**config.mk**
```make
export PLATFORM = sky130hd
export DESIGN_NAME = data_memory_arbiter_flat
export DESIGN_NICKNAME = d
export VERILOG_FILES = /design/src/rtl/data_memory_arbiter_pkg.sv /design/src/rtl/data_memory_arbiter_if.sv /design/src/rtl/data_memory_arbiter_rr_priority_picker.sv /design/src/rtl/data_memory_arbiter.sv /design/src/flat_wrapper.sv
export SDC_FILE = /design/constraint.sdc
export NUM_CORES = 1
export LEC_CHECK = 0
export ABC_CLOCK_PERIOD_IN_PS = 3900
export CAP_MARGIN = 20
export CORE_ASPECT_RATIO = 1.25
export CORE_MARGIN = 2
export CORE_UTILIZATION = 35
export DETAILED_ROUTE_END_ITERATION = 7
export PLACE_DENSITY = 0.81
export SLEW_MARGIN = 10
export SYNTH_ARGS = -nofsm -noshare
export SYNTH_HDL_FRONTEND = slang
export SYNTH_SLANG_ARGS = --single-unit
```
**constraint.sdc**
```tcl
create_clock -name clk -period 3.9 [get_ports clk]
set_input_delay 0.39 -clock clk [delete_from_list [all_inputs] [get_ports clk]]
set_output_delay 0.39 -clock clk [all_outputs]
set_load 0.01 [all_outputs]
```
**src/rtl/data_memory_arbiter_pkg.sv**
```systemverilog
// Shared types and sizing constants for the DataMemory arbiter and PE-side models.
package data_memory_arbiter_pkg;

  localparam int DEF_NUM_REQ       = 4;
  localparam int DEF_ADDRESS_WIDTH = 8;
  localparam int DEF_DATA_WIDTH    = 16;
  localparam int DEF_LOCK_MAX      = 15;

  // Index width that stays at least 1 bit even for degenerate sizes.
  function automatic int idx_width(input int n);
    return (n > 1) ? $clog2(n) : 1;
  endfunction

  localparam int REQ_IDX_WIDTH  = idx_width(DEF_NUM_REQ);
  localparam int LOCK_CNT_WIDTH = idx_width(DEF_LOCK_MAX + 1);

  typedef enum logic {
    ARB    = 1'b0,
    LOCKED = 1'b1
  } arb_state_t;

endpackage

```
**src/rtl/data_memory_arbiter_if.sv**
```systemverilog
// PE load/store request bus, read-response bus and DataMemory port as one bundle.
interface data_memory_arbiter_if #(
  parameter int NUM_REQ       = 4,
  parameter int ADDRESS_WIDTH = 8,
  parameter int DATA_WIDTH    = 16
);
  logic [NUM_REQ-1:0]               req_valid;
  logic [NUM_REQ-1:0]               req_write;
  logic [NUM_REQ-1:0]               req_lock;
  logic [NUM_REQ*ADDRESS_WIDTH-1:0] req_address;
  logic [NUM_REQ*DATA_WIDTH-1:0]    req_data;
  logic [NUM_REQ-1:0]               req_ready;
  logic [NUM_REQ-1:0]               resp_valid;
  logic [DATA_WIDTH-1:0]            resp_data;
  logic [ADDRESS_WIDTH-1:0]         mem_address;
  logic                             mem_write;
  logic [DATA_WIDTH-1:0]            mem_input_data;
  logic [DATA_WIDTH-1:0]            mem_output_data;

  modport master (
    output req_valid, req_write, req_lock, req_address, req_data, mem_output_data,
    input  req_ready, resp_valid, resp_data, mem_address, mem_write, mem_input_data
  );

  modport slave (
    input  req_valid, req_write, req_lock, req_address, req_data, mem_output_data,
    output req_ready, resp_valid, resp_data, mem_address, mem_write, mem_input_data
  );
endinterface

```
**src/rtl/data_memory_arbiter_rr_priority_picker.sv**
```systemverilog
// Combinational round-robin picker: first set request at or above ptr, wrapping.
module rr_priority_picker #(
  parameter int N     = 4,
  parameter int IDX_W = 2
) (
  input  logic [N-1:0]     req,
  input  logic [IDX_W-1:0] ptr,
  output logic [N-1:0]     grant,
  output logic [IDX_W-1:0] idx,
  output logic             found
);
  always_comb begin
    grant = '0;
    idx   = '0;
    found = 1'b0;
    for (int k = 0; k < N; k++) begin
      if (!found && req[(int'(ptr) + k) % N]) begin
        found = 1'b1;
        idx   = IDX_W'((int'(ptr) + k) % N);
      end
    end
    if (found) grant[idx] = 1'b1;
  end
endmodule

```
**src/rtl/data_memory_arbiter.sv**
```systemverilog
// Round-robin arbiter sharing one single-port DataMemory, 1 op/cycle, reads return
// one cycle after grant; a lock keeps the grant with one PE for up to LOCK_MAX cycles.
module data_memory_arbiter
  import data_memory_arbiter_pkg::*;
#(
  parameter int NUM_REQ       = DEF_NUM_REQ,
  parameter int ADDRESS_WIDTH = DEF_ADDRESS_WIDTH,
  parameter int DATA_WIDTH    = DEF_DATA_WIDTH,
  parameter int LOCK_MAX      = DEF_LOCK_MAX
) (
  input logic                 clk,
  input logic                 reset_n,
  data_memory_arbiter_if.slave bus
);
  localparam int IDX_W = idx_width(NUM_REQ);
  localparam int CNT_W = idx_width(LOCK_MAX + 1);

  arb_state_t             state, state_nxt;
  logic [IDX_W-1:0]       rr_ptr, rr_ptr_nxt;
  logic [IDX_W-1:0]       owner, owner_nxt;
  logic [CNT_W-1:0]       lock_cnt, lock_cnt_nxt;
  logic [NUM_REQ-1:0]     pick_grant, ready_vec;
  logic [IDX_W-1:0]       win_idx, grant_idx;
  logic                   pick_found, grant_vld;
  logic                   resp_tag_vld;
  logic [IDX_W-1:0]       resp_tag_idx;
  logic [DATA_WIDTH-1:0]  resp_hold;

  rr_priority_picker #(.N(NUM_REQ), .IDX_W(IDX_W)) u_picker (
    .req   (bus.req_valid),
    .ptr   (rr_ptr),
    .grant (pick_grant),
    .idx   (win_idx),
    .found (pick_found)
  );

  always_comb begin
    state_nxt    = state;
    rr_ptr_nxt   = rr_ptr;
    owner_nxt    = owner;
    lock_cnt_nxt = lock_cnt;
    ready_vec    = '0;
    grant_idx    = '0;
    case (state)
      ARB: begin
        ready_vec = pick_grant;
        grant_idx = win_idx;
        if (pick_found) begin
          rr_ptr_nxt = (int'(win_idx) == NUM_REQ - 1) ? '0 : win_idx + 1'b1;
          if (bus.req_lock[win_idx]) begin
            state_nxt    = LOCKED;
            owner_nxt    = win_idx;
            lock_cnt_nxt = CNT_W'(1);
          end
        end
      end
      LOCKED: begin
        ready_vec[owner] = bus.req_valid[owner];
        grant_idx        = owner;
        // The releasing op itself is still granted; the grant returns to ARB next cycle.
        if (!bus.req_valid[owner] || !bus.req_lock[owner] || lock_cnt == CNT_W'(LOCK_MAX)) begin
          state_nxt    = ARB;
          lock_cnt_nxt = '0;
        end else begin
          lock_cnt_nxt = lock_cnt + 1'b1;
        end
      end
      default: state_nxt = ARB;
    endcase
    grant_vld = reset_n && (|ready_vec);
  end

  always_comb begin
    bus.req_ready      = reset_n ? ready_vec : '0;
    bus.mem_write      = 1'b0;
    bus.mem_address    = '0;
    bus.mem_input_data = '0;
    if (grant_vld) begin
      bus.mem_write      = bus.req_write[grant_idx];
      bus.mem_address    = bus.req_address[grant_idx*ADDRESS_WIDTH +: ADDRESS_WIDTH];
      bus.mem_input_data = bus.req_data[grant_idx*DATA_WIDTH +: DATA_WIDTH];
    end
  end

  always_ff @(posedge clk or negedge reset_n) begin
    if (!reset_n) begin
      state        <= ARB;
      rr_ptr       <= '0;
      owner        <= '0;
      lock_cnt     <= '0;
      resp_tag_vld <= 1'b0;
      resp_tag_idx <= '0;
      resp_hold    <= '0;
    end else begin
      state        <= state_nxt;
      rr_ptr       <= rr_ptr_nxt;
      owner        <= owner_nxt;
      lock_cnt     <= lock_cnt_nxt;
      resp_tag_vld <= grant_vld && !bus.req_write[grant_idx];
      resp_tag_idx <= grant_idx;
      // Memory output may move on idle cycles, so the last read value is kept here.
      if (resp_tag_vld) resp_hold <= bus.mem_output_data;
    end
  end

  always_comb begin
    bus.resp_valid = '0;
    if (resp_tag_vld) bus.resp_valid[resp_tag_idx] = 1'b1;
    bus.resp_data = resp_tag_vld ? bus.mem_output_data : resp_hold;
  end
endmodule

```
**src/flat_wrapper.sv**
```systemverilog
// flat-port wrapper written by rule: the top's interface ports become plain ports
module data_memory_arbiter_flat import data_memory_arbiter_pkg::*;
#(
  parameter int NUM_REQ       = DEF_NUM_REQ,
  parameter int ADDRESS_WIDTH = DEF_ADDRESS_WIDTH,
  parameter int DATA_WIDTH    = DEF_DATA_WIDTH,
  parameter int LOCK_MAX      = DEF_LOCK_MAX
)
  (clk, reset_n, bus_req_valid, bus_req_write, bus_req_lock, bus_req_address, bus_req_data, bus_mem_output_data, bus_req_ready, bus_resp_valid, bus_resp_data, bus_mem_address, bus_mem_write, bus_mem_input_data);
  data_memory_arbiter_if #(.NUM_REQ(NUM_REQ), .ADDRESS_WIDTH(ADDRESS_WIDTH), .DATA_WIDTH(DATA_WIDTH)) bus_i ();
  input logic clk;
  input logic reset_n;
  input wire logic [$bits(bus_i.req_valid)-1:0] bus_req_valid;
  input wire logic [$bits(bus_i.req_write)-1:0] bus_req_write;
  input wire logic [$bits(bus_i.req_lock)-1:0] bus_req_lock;
  input wire logic [$bits(bus_i.req_address)-1:0] bus_req_address;
  input wire logic [$bits(bus_i.req_data)-1:0] bus_req_data;
  input wire logic [$bits(bus_i.mem_output_data)-1:0] bus_mem_output_data;
  output wire logic [$bits(bus_i.req_ready)-1:0] bus_req_ready;
  output wire logic [$bits(bus_i.resp_valid)-1:0] bus_resp_valid;
  output wire logic [$bits(bus_i.resp_data)-1:0] bus_resp_data;
  output wire logic [$bits(bus_i.mem_address)-1:0] bus_mem_address;
  output wire logic [$bits(bus_i.mem_write)-1:0] bus_mem_write;
  output wire logic [$bits(bus_i.mem_input_data)-1:0] bus_mem_input_data;
  assign bus_i.req_valid = bus_req_valid;
  assign bus_i.req_write = bus_req_write;
  assign bus_i.req_lock = bus_req_lock;
  assign bus_i.req_address = bus_req_address;
  assign bus_i.req_data = bus_req_data;
  assign bus_i.mem_output_data = bus_mem_output_data;
  assign bus_req_ready = bus_i.req_ready;
  assign bus_resp_valid = bus_i.resp_valid;
  assign bus_resp_data = bus_i.resp_data;
  assign bus_mem_address = bus_i.mem_address;
  assign bus_mem_write = bus_i.mem_write;
  assign bus_mem_input_data = bus_i.mem_input_data;
  data_memory_arbiter #(.NUM_REQ(NUM_REQ), .ADDRESS_WIDTH(ADDRESS_WIDTH), .DATA_WIDTH(DATA_WIDTH), .LOCK_MAX(LOCK_MAX)) u_core (.clk(clk), .reset_n(reset_n), .bus(bus_i));
endmodule
```
==> flow_summary.rst <==
.. list-table::
   :header-rows: 1

   * - Metric
     - Value
   * - Worst-case clock skew
     - 0.00795 ns
   * - Startpoint type of the worst setup path
     - primary input
   * - First-pass GRT wire length
     - 14300 um
   * - Critical path capture point type
     - output pin
   * - Hold buffers post-CTS
     - 0
   * - Max-cap violation count
     - 0
   * - Register bit total from synthesis
     - 28
   * - Global-route congestion overflow total
     - 0
   * - Worst hold-check path type
     - flop to flop
   * - Slew @ Worst Pin
     - between 0.7 and 0.8 ns
   * - Drt first pass iters
     - 4
   * - Synth area leaders
     - sky130_fd_sc_hd__dfrtp_1 29%, sky130_fd_sc_hd__mux2i_1 21%, sky130_fd_sc_hd__mux2_2 8.3%
   * - Half-perimeter wire length after placement
     - between 7000 and 8000 um
   * - Worst-path clk slew
     - around 0.090 ns
   * - F_max
     - 266 MHz
   * - Final instance area
     - 4440 um2
   * - Global-route usage over all layers
     - 23.8%
   * - DR iter-0 viols
     - roughly 150
   * - Count of filler cells inserted in the layout
     - approximately 550
   * - Clock tree root buffer cell
     - sky130_fd_sc_hd__clkbuf_8
   * - Number of buffers created by CTS
     - 3
   * - NetSw
     - between 1000 and 1500 uW
   * - Post-route insts no fill
     - around 500
   * - Max-slew headroom
     - 50.1%
   * - Cell count after placement
     - 510
   * - Detail-routed net length per standard cell
     - ~18 um
   * - TritonCTS clock tree
     - built
   * - Number of vias in the routed layout
     - 2771
   * - Most frequently used flop master after synthesis
     - sky130_fd_sc_hd__dfrtp_1
   * - Number of antenna violations at the first check in global routing
     - 1
   * - Setup repair after global routing missed its margin
     - false
   * - Max H-tree Level
     - 1
   * - Initial core utilization
     - a little over a third
   * - Async set or reset register ratio after synthesis
     - 100%
   * - Worst EP arrival
     - roughly 3.4 ns
   * - Proportion of power drawn by flip-flops and latches
     - between 15 and 20%
   * - Result of the run
     - completed
   * - Post-synth EDFFs
     - 0
   * - Register area share after synthesis
     - 28.8%
   * - Number of nets with antenna violations after detailed routing
     - 0
   * - DRC violation count after routing
     - 0
   * - Area used by multi-input combinational logic
     - approximately 1600 um2
   * - Summed instance area of the synthesized netlist
     - between 2000 and 2500 um2
   * - Top-area cell type share of the netlist area
     - between 20% and 30%
   * - Number of distinct standard cells referenced by the synthesized netlist
     - 55
   * - Biggest area consumer among synthesized cells
     - sky130_fd_sc_hd__dfrtp_1
   * - Source-to-sink clock delay at the later pin of the worst-skew pair
     - between 0.2 and 0.3 ns
   * - Area of placed instances
     - 4340 um2
   * - GPL Wtd Cong
     - roughly 0.9
   * - Number of top-level design ports
     - 175
   * - Crit Path Max Fanout
     - 24
   * - Final hold viol count
     - 0
   * - Die height
     - roughly 97 um
   * - # setup viols final
     - 0
   * - Share of layout cells above drive strength 1
     - roughly an eighth
   * - Clock share of power
     - under 10%
   * - Lkg Pwr
     - 0.00189 uW
   * - Placeable core region
     - 6650 um2
   * - Switching power as a share of total power
     - about two fifths
   * - Instance count of the mapped netlist
     - roughly 250
   * - # clock sinks
     - 28
   * - Number of global-route vias before repair
     - just under 3k
   * - Average size of a mapped cell
     - roughly 9.8 um2
   * - Areal power density over the cells
     - between 600 and 700 nW/um2
   * - P_int
     - approximately 1700 uW
   * - Layout net count
     - ~560
   * - Synthesized Nets
     - 380
   * - Required @ worst endpoint
     - ~3.5 ns
   * - Total detailed-routing wirelength
     - roughly 9400 um
   * - Worst-case vdd ir drop
     - between 300 and 400 uV
   * - Row Count
     - 33
   * - Final number of max-transition violations
     - 0
   * - Die span in x
     - approximately 80 um
   * - Part of the total power dissipated in combinational logic
     - between 70% and 80%
   * - Critical setup path kind
     - primary input to output pin
   * - Area taken by flip-flops and latches
     - between 700 and 800 um2
   * - Die Area
     - approximately 7600 um2
   * - Count of port buffers added during placement
     - 174
   * - Maximum number of pins on one net before global-route repair
     - between 40 and 50
   * - Min Clock Period, post-route
     - roughly 3.8 ns
   * - Warnings, synthesis
     - 0
   * - Final critical-path share of the clock period
     - around 96%
   * - Mean number of vias per cell
     - 5.38
   * - Area overhead of the layout relative to synthesis
     - 82.7%
   * - Worst-case clock buffer depth
     - 2
-- stage by stage --
step | setup WS (ns) | hold slack (ns) | utilization (%) | total power [uW] | setup TNS (ns)
after floorplan | 0.887 | 0.0944 | - | 1740 | 0
after global placement | 0.0625 | 0.479 | 65.3 | 2630 | 0
after detailed placement | -0.00630 | 0.484 | 65.3 | 2670 | -0.00630
after CTS | 0.0649 | 0.509 | 66.4 | 2920 | 0
after global routing | 0.00273 | 0.526 | 66.8 | 3070 | 0
final | 0.139 | 0.505 | 66.8 | 2900 | 0
-- cell usage after synthesis, types with 2 or more instances --
library cell,n
sky130_fd_sc_hd__and2_1,2
sky130_fd_sc_hd__a211o_1,2
sky130_fd_sc_hd__o22ai_1,23
sky130_fd_sc_hd__o22ai_2,2
sky130_fd_sc_hd__buf_2,8
sky130_fd_sc_hd__dfrtp_1,28
sky130_fd_sc_hd__buf_6,2
sky130_fd_sc_hd__o21bai_1,2
sky130_fd_sc_hd__o21a_1,2
sky130_fd_sc_hd__ha_1,5
sky130_fd_sc_hd__inv_1,11
sky130_fd_sc_hd__buf_4,2
sky130_fd_sc_hd__o311ai_1,3
sky130_fd_sc_hd__a21boi_0,3
sky130_fd_sc_hd__nand2_1,13
sky130_fd_sc_hd__a21o_1,2
sky130_fd_sc_hd__nor2_1,7
sky130_fd_sc_hd__clkbuf_1,3
sky130_fd_sc_hd__nand3_1,6
sky130_fd_sc_hd__nand4_1,9
sky130_fd_sc_hd__o21ai_0,4
sky130_fd_sc_hd__a21oi_1,3
sky130_fd_sc_hd__nor2b_1,5
sky130_fd_sc_hd__nor3_1,4
sky130_fd_sc_hd__mux2i_1,50
sky130_fd_sc_hd__mux2_2,18
sky130_fd_sc_hd__or2_2,2
-- routing by layer --
metal,track usage [%],vias up,share of wire (%)
met1,26.0,1300,36
met4,5.40,0,1.8
met5,0,-,0
li1,-,1314,-
met2,45.6,145,53
met3,5.02,12,8.3
-- sequential cells by signal (all words and copies together) (netlist names) --
name	count
u_core.resp_hold	16
u_core.lock_cnt	4
u_core.owner	2
u_core.resp_tag_idx	2
u_core.rr_ptr	2
u_core.resp_tag_vld	1
u_core.state	1
-- layout make-up --
class | count | area share (%)
Antenna cell | 1 | 0.0564
Clock buffer | 3 | 0.930
Clock inverter | 1 | 0.676
Inverter | 12 | 1.01
Multi-Input combinational cell | 194 | 36.2
Sequential cell | 28 | 15.8
Tap cell | 87 | 2.45
Timing Repair Buffer | 189 | 42.9
-- placed cells by master (no fill, tap or decap), types with 3 or more instances in the layout --
master                            Yosys  layout
sky130_fd_sc_hd__inv_1               11      11
sky130_fd_sc_hd__buf_4                2      12
sky130_fd_sc_hd__o21ai_0              4       4
sky130_fd_sc_hd__o311ai_1             3       3
sky130_fd_sc_hd__nand2_1             13      13
sky130_fd_sc_hd__dlymetal6s2s_1       0       5
sky130_fd_sc_hd__o22ai_1             23      23
sky130_fd_sc_hd__nor3_1               4       3
sky130_fd_sc_hd__nor2b_1              5       5
sky130_fd_sc_hd__nor2_1               7       6
sky130_fd_sc_hd__mux2i_1             50      50
sky130_fd_sc_hd__dfrtp_1             28      28
sky130_fd_sc_hd__a21boi_0             3       3
sky130_fd_sc_hd__ha_1                 5       5
sky130_fd_sc_hd__mux2_2              18      18
sky130_fd_sc_hd__buf_12               0       3
sky130_fd_sc_hd__nand4_1              9       9
sky130_fd_sc_hd__clkdlybuf4s50_1      0     169
sky130_fd_sc_hd__nand3_1              6       6
sky130_fd_sc_hd__clkbuf_8             0       3
-- critical path, stage by stage --
cell and delay [ns]:
sky130_fd_sc_hd__clkdlybuf4s50_1 0.46, sky130_fd_sc_hd__buf_4 0.18, sky130_fd_sc_hd__inv_1 0.09, sky130_fd_sc_hd__a21oi_2 0.08, sky130_fd_sc_hd__nor2_2 0.25, sky130_fd_sc_hd__inv_2 0.11, sky130_fd_sc_hd__ha_1 0.21, sky130_fd_sc_hd__nor4_1 0.30
sky130_fd_sc_hd__nor3_1 0.08, sky130_fd_sc_hd__o31a_1 0.32, sky130_fd_sc_hd__nand2_2 0.12, sky130_fd_sc_hd__buf_12 0.17, sky130_fd_sc_hd__o22ai_1 0.09, sky130_fd_sc_hd__clkdlybuf4s50_1 0.51
-- repair_timing --
action / 4_1_cts / 5_1_grt
pin swaps: 0 / 1
setup buffers: 0 / 0
resized for setup: 1 / 7
endpoints found under the setup margin: 8 / 25
hold endpoints to repair: 0 / 0
-- cells by family (layout without fill, tap and decap cells) --
kind of cell,count (synthesis),after routing,share of synthesized area (%)
muxes,70,70,30.3
AOI/OAI and AO/OA,60,60,19.2
and+or+nand+nor,59,59,13.5
DFF,28,28,28.8
buffers and inverters,27,205,5.51
adders and majority gates,5,5,2.57
other,0,1,0
-- power by group through the flow --
| stage | clock [uW] | sequential (uW) | combinational [uW] |
|---|---|---|---|
| after floorplan | 0 | 480 | 1260 |
| after global placement | 0 | 561 | 2070 |
| after detailed placement | 0 | 571 | 2100 |
| after CTS | 237 | 564 | 2120 |
| after global routing | 250 | 583 | 2240 |
| final | 231 | 565 | 2100 |
-- path summary, 6_finish.rpt --
kind | from | slack [ns] | end | cells after the start
setup reg to reg | u_core.rr_ptr[0]$_DFFE_PN0P_ | 1.41 | u_core.resp_tag_vld$_DFF_PN0_ | 11
hold reg to reg | u_core.resp_hold[8]$_DFF_PN0_ | 0.50 | u_core.resp_hold[8]$_DFF_PN0_ | 1
max in group asynchronous | reset_n | 3.00 | u_core.resp_hold[9]$_DFF_PN0_ | 2
min in group asynchronous | reset_n | 0.61 | u_core.lock_cnt[2]$_DFFE_PN0P_ | 2
hold / removal | u_core.resp_hold[8]$_DFF_PN0_ | 0.50 | u_core.resp_hold[8]$_DFF_PN0_ | 1
setup / recovery | bus_req_valid[1] | 0.14 | bus_mem_input_data[13] | 14
Note: power is estimated with default switching activity, not from simulation.
